$ cat src/rtl/unshift_engine_pkg.sv
// Shared coefficient codes for the forward shifter and its inverse, plus the
// one-bit step direction used by the unshift datapath.
package unshift_engine_pkg;

  typedef enum logic [1:0] {
    COEF_LEFT2 = 2'b00,
    COEF_LEFT4 = 2'b01,
    COEF_RIGHT = 2'b10,
    COEF_BAD   = 2'b11
  } coef_e;

  typedef enum logic {
    DIR_RIGHT = 1'b0,
    DIR_LEFT  = 1'b1
  } dir_e;

endpackage

$ cat src/rtl/unshift_step.sv
// One-bit logical shift in the selected direction, zero-filling the vacated bit.
module unshift_step
  import unshift_engine_pkg::*;
#(
  parameter int size = 5
) (
  input  logic [size-1:0] din,
  input  dir_e            dir,
  output logic [size-1:0] dout
);

  always_comb begin
    if (dir == DIR_LEFT) dout = {din[size-2:0], 1'b0};
    else                 dout = {1'b0, din[size-1:1]};
  end

endmodule

$ cat src/rtl/unshift_engine.sv
// Serial inverse of the forward shifter: one bit position per clock, with an
// err flag for words the forward shifter could not have produced.
//
// Handshakes: a transfer happens on a rising edge where valid && ready are both
// high; in_ready and out_valid are pure decodes of the state register, so
// neither depends combinationally on in_valid or out_ready.
module unshift_engine
  import unshift_engine_pkg::*;
#(
  parameter int size = 5
) (
  input  logic            clk,
  input  logic            rst,
  input  logic            in_valid,
  output logic            in_ready,
  input  logic [size-1:0] shifted,
  input  logic [1:0]      coefficient,
  output logic            out_valid,
  input  logic            out_ready,
  output logic [size-1:0] data,
  output logic            err,
  output logic [1:0]      dbg_state
);

  typedef enum logic [1:0] {
    ST_IDLE  = 2'd0,
    ST_SHIFT = 2'd1,
    ST_DONE  = 2'd2
  } state_e;

  state_e          state_q, state_d;
  logic [1:0]      cnt_q, cnt_d;
  logic [size-1:0] work_q, work_d;
  logic            err_q, err_d;
  dir_e            dir_q, dir_d;
  logic [size-1:0] step_out;

  unshift_step #(.size(size)) u_step (
    .din  (work_q),
    .dir  (dir_q),
    .dout (step_out)
  );

  always_ff @(posedge clk) begin
    if (rst) begin
      state_q <= ST_IDLE;
      cnt_q   <= 2'd0;
      work_q  <= '0;
      err_q   <= 1'b0;
      dir_q   <= DIR_RIGHT;
    end else begin
      state_q <= state_d;
      cnt_q   <= cnt_d;
      work_q  <= work_d;
      err_q   <= err_d;
      dir_q   <= dir_d;
    end
  end

  always_comb begin
    state_d = state_q;
    cnt_d   = cnt_q;
    work_d  = work_q;
    err_d   = err_q;
    dir_d   = dir_q;
    case (state_q)
      ST_IDLE: begin
        if (in_valid) begin
          work_d  = shifted;
          state_d = ST_SHIFT;
          case (coefficient)
            COEF_LEFT2: begin
              dir_d = DIR_RIGHT;
              cnt_d = 2'd1;
              err_d = shifted[0];
            end
            COEF_LEFT4: begin
              dir_d = DIR_RIGHT;
              cnt_d = 2'd2;
              err_d = |shifted[1:0];
            end
            COEF_RIGHT: begin
              dir_d = DIR_LEFT;
              cnt_d = 2'd1;
              err_d = shifted[size-1];
            end
            default: begin
              // Invalid code: pass the word through untouched and flag it.
              cnt_d   = 2'd0;
              err_d   = 1'b1;
              state_d = ST_DONE;
            end
          endcase
        end
      end
      ST_SHIFT: begin
        work_d = step_out;
        cnt_d  = cnt_q - 2'd1;
        if (cnt_q == 2'd1) state_d = ST_DONE;
      end
      ST_DONE: begin
        if (out_ready) state_d = ST_IDLE;
      end
      default: state_d = ST_IDLE;
    endcase
  end

  assign in_ready  = (state_q == ST_IDLE);
  assign out_valid = (state_q == ST_DONE);
  assign data      = work_q;
  assign err       = err_q;
  assign dbg_state = state_q;

endmodule

$ cat config.mk
export PLATFORM = sky130hd
export DESIGN_NAME = unshift_engine
export DESIGN_NICKNAME = d
export VERILOG_FILES = /design/src/rtl/unshift_engine_pkg.sv /design/src/rtl/unshift_step.sv /design/src/rtl/unshift_engine.sv
export SDC_FILE = /design/constraint.sdc
export NUM_CORES = 1
export LEC_CHECK = 0
export ABC_AREA = 1
export CORE_MARGIN = 5
export CORE_UTILIZATION = 47
export DETAILED_ROUTE_END_ITERATION = 16
export GPL_TIMING_DRIVEN = 1
export HOLD_SLACK_MARGIN = 0.05
export PLACE_DENSITY = 0.86
export SLEW_MARGIN = 20
export SYNTH_ARGS = -nofsm -noshare
export SYNTH_HDL_FRONTEND = slang
export SYNTH_SLANG_ARGS = --single-unit
$ cat constraint.sdc
create_clock -name clk -period 2.55 [get_ports clk]
set_input_delay 0.765 -clock clk [delete_from_list [all_inputs] [get_ports clk]]
set_output_delay 0.765 -clock clk [all_outputs]
set_load 0.05 [all_outputs]
[Word-level counts from Yosys, hierarchy flattened]
Cells that the tools add are included.
Operators by class
  add/sub/neg operators: 1
  equality and inequality tests: 8
  multiplexer cells: 13
  reductions and logical operators: 12
Operators by type and width (number)
  2-bit 2-to-1 mux: 5
  5-bit 2-to-1 mux: 2
  5-bit one-hot mux with 2 select lines: 1
  2-bit one-hot mux with 2 select lines: 2
  2-bit by 1-bit equality test with 1-bit output (second input constant): 3
  2-bit one-hot mux with 3 select lines: 1
  3-bit AND reduction: 2
  2-bit OR reduction: 3
  2-bit equality test (second input constant): 2
  2-bit zero test: 2
  2-bit != test (second input constant): 2
  2-bit AND reduction: 2
  2-bit nonzero test: 2
  1-bit one-hot mux with 3 select lines: 1
  3-bit OR reduction: 1
  2-bit by 1-bit != test with 1-bit output (second input constant): 1
  1-bit one-hot mux with 2 select lines: 1
  2-bit by 1-bit subtractor with 2-bit output (second input constant): 1
Storage, ports and cells
  register bits after elaboration: 11
  input bits: 11
  output and inout port bits: 10
  logic and storage cells: 39

[Logic depth before layout (Yosys ltp)]
  depth in word-level cells: 5
  depth in mapped cells: 7
  depth with buffers taken out: 6

[Hierarchy]
A second synthesis with hierarchy kept.
Unflattened totals
  cells, all modules: 103
  area total of the unflattened synthesis: 625.6 um^2
Modules (own cells, without submodules)
  unshift_engine: times used 1, cells an instance 89, area an instance 573.0 um^2
  unshift_step: times used 1, cells an instance 14, area an instance 52.6 um^2

[Least setup slack after synthesis]
No wires, ideal clock.
  path type: reg2out
  from: reg state_q[1] (netlist: dbg_state[1])
  to: out out_valid
  arrival: 1541 ps
  required time: 1785 ps
  setup slack: 244 ps
  cell stages (with the launch flop): 3
  cells stage by stage: dfxtp_1 inv_2 nor2_1
On the way
  longest elaborated chain between the ends: 1
Ends and longest elaborated chain
  start, declared: RTL line unshift_engine.sv:31  | state_e state_q, state_d;
  start signal, assigned: RTL line unshift_engine.sv:52  | state_q <= state_d;
  2-bit equality test: RTL line unshift_engine.sv:109  | assign out_valid = (state_q == ST_DONE);
  end, declared: RTL line unshift_engine.sv:18  | output logic out_valid,
No other way between the ends.

[Final worst setup path]
  from: reg state_q[1] (netlist: dbg_state[1])
  to: out dbg_state[1]
RTL lines
  end, declared: RTL line unshift_engine.sv:22  | output logic [1:0] dbg_state
No word-level cell between the ends.

==> summary.md <==
| Metric | Value |
|---|---|
| Clock Pin Slew Worst Setup and Hold Paths | `0.07 ns` |
| Initial Util | `0.494` |
| DRT antenna net count | `0` |
| Slowest CP cell | `clkdlybuf4s50_1` |
| Max-slew violation count | `0` |
| Clock Skew | `0.00567 ns` |
| DRC Markers | `0` |
| Sequential area share after synthesis | `0.347` |
| Grt ovf | `0` |
| Wire per inst | `11.4 um` |
| CP top delay family | `buffers and inverters` |
| Shortest period the worst path allows | `2.29 ns` |
| Initial antenna violation count | `0` |
| Synth Flop Type | `dfxtp_1` |
| Top post-synthesis cells by area | `dfxtp_1 (35%), nand2_1 (15%), nor2_1 (11%), inv_1 (8.3%), nand3_1 (7.1%)` |
| Filler instances | `between 100 and 150` |
| Vias in the first global route | `626` |
| F_max | `about 440 MHz` |
| Io pins | `21` |
| Die Wd | `46.7 um` |
| Setup Buffers After CTS | `0` |
| Largest net degree at the start of global routing | `13` |
| Max-Cap Viols | `0` |
| Critical Setup Path Class | `reg2out` |
| Req. time, crit path | `1.79 ns` |
| Initial detailed-routing violation count | `25` |
| Async S/R FF share, synth | `0` |
| Final wirelength | `1.60 mm` |
| Syn_area_per_cell | `6.22 um2` |
| Worst Path Max Fanout | `4` |
| Clk_lat worst skew | `0.27 ns` |
| Worst-margin pin slew | `~0.49 ns` |
| Area of the multi-input gates | `338 um2` |
| Die ar. | `around 0.0022 mm2` |
| Post-Syn Instances | `102` |
| H-tree depth | `1` |
| Fin. Hold Viols | `0` |
| Reg area | `220 um2` |
| Post-DP HPWL | `~1.2 mm` |
| Worst Setup End Kind | `primary output` |
| Worst Slack Setup Final | `between 0.2 and 0.3 ns` |
| P&R area growth vs syn | `36.1%` |
| Worst vdd rail ir drop | `roughly 0.32 mV` |
| Critical path, cell by cell | `clkdlybuf4s50_1` |
| Vias per cell | `4.98` |
| EDFF count, synth | `0` |
| Commonest cells in the netlist | `nand2_1 (25), nor2_1 (19), inv_1 (14), dfxtp_1 (11), nand3_1 (9)` |
| Share of cells above drive strength 1 | `0.0960` |
| Share of Yosys cell area claimed by the top area cell type | `0.347` |
| Most common cell in the netlist | `nand2_1` |
| Final net count | `138` |
| Die Height | `46.7 um` |
| Final Util | `0.672` |
| CTS resizes | `0` |
| Cts bufs inserted | `3` |
| # clock sinks | `11` |
| Core Area | `0.00128 mm2` |
| Ant. Diodes | `0` |
| DRT Pass-1 Iters | `4` |
| Via count | `697` |
| Pleak | `0.396 nW` |
| Rel. slew slack | `0.671` |
| CTS tree | `built` |
| Max incr delay on CP | `0.84 ns` |
| Final Cycle Share | `0.899` |
| Cell taking the most area after synthesis | `dfxtp_1` |
| Synth Register Bits | `11` |
| Critical Path Source Type | `register` |
| Pre-CTS setup slack | `0.570 ns` |
| Final setup vio count | `0` |
| Sum of negative setup slack | `0 ns` |
| Buf+Inv Stages, Crit Path | `1` |
| CTS root buffer | `clkbuf_4` |
| CTS max path bufs | `2` |
| RSZ-0062 raised after global routing | `no` |
| Status | `finished clean` |
| Power per Cell Area | `642 mW/mm2` |
| Critical path arrival | `1.53 ns` |
| Syn_nets | `114` |
| Buffers on Ports | `20` |
| Hold buffer count at CTS | `0` |
| RePlAce Congestion | `0.824` |
| Hold Path Class | `reg2reg` |
| Syn. warnings | `0` |
| GR Util All Layers | `0.170` |
| Yosys cell types | `16` |
| Cell Area, Synth | `between 600 and 700 um2` |
| Cell row count | `13` |
| First-pass GRT wire length | `2.54 mm` |
[path summary, 6_finish.rpt]
check / startpoint / end / slack [ns] / cells after the start
min: cnt_q[0] / cnt_q[0] / 0.51 / 2
min reg2reg: cnt_q[0] / cnt_q[0] / 0.51 / 2
max: dbg_state[1] / dbg_state[1] / 0.26 / 1
max reg2reg: dbg_state[1] / data[4] / 1.35 / 5
[report_power, final]
part / internal [W] / switching (W) / total [W]
registers: 0.000192 / 0.0000148 / 0.000207
logic: 0.0000786 / 0.000147 / 0.000226
clock network: 0.0000607 / 0.0000605 / 0.000121
[registers in the layout, indices dropped and copies added, names as in the netlist]
signal / flops
data: 5
cnt_q: 2
err: 1
dbg_state: 2
dir_q: 1
[worst min-delay path: stages, from the launching register on]
cell and delay (ns):
dfxtp_1 0.32, nor2_1 0.10, nor2_1 0.05
[area by class of cell]
type,count,share of cell area
Tap cell,15,0.0217
Clock buffer,4,0.0304
Sequential cell,11,0.255
Timing Repair Buffer,21,0.232
Multi-Input combinational cell,73,0.391
Inverter,16,0.0696
[metal layers]
metal / GRT usage / up-vias / share of wire
met4: 0.149 / 0 / 0.031
met2: 0.245 / 28 / 0.45
met1: 0.207 / 295 / 0.44
li1: - / 370 / -
met5: 0 / - / 0
met3: 0.0460 / 4 / 0.076
[per-stage QoR]
stage / hold slack (ns) / total power (W) / cells / area [um2]
floorplan: 0.483 / 0.000364 / 102 / 634
global placement: 0.498 / 0.000432 / 136 / 837
detailed placement: 0.504 / 0.000437 / 136 / 837
CTS: 0.513 / 0.000559 / 140 / 863
global route: 0.550 / 0.000589 / 140 / 863
finish: 0.510 / 0.000555 / 140 / 863
[layout by cell type (no fill, tap or decap)]
cell type         n
o211ai_1          2
nand2_1          25
nand2_2           1
clkbuf_1          1
o21ai_4           1
ha_1              1
buf_4             4
inv_2             2
nor2_1           19
dfxtp_1          11
nand3_1           9
a21oi_1           6
nor2_2            1
nand4_1           1
clkdlybuf4s50_1  17
clkbuf_4          3
inv_1            14
o21ai_0           7
[logic make-up after synthesis]
logic type / synth area share
AO/OA/AOI/OAI: 0.152
flip-flops: 0.347
adder cells (fa/ha/maj): 0.0197
AND/OR/NAND/NOR: 0.361
buffers and inverters: 0.120
Note: power is estimated with default switching activity, not from simulation.
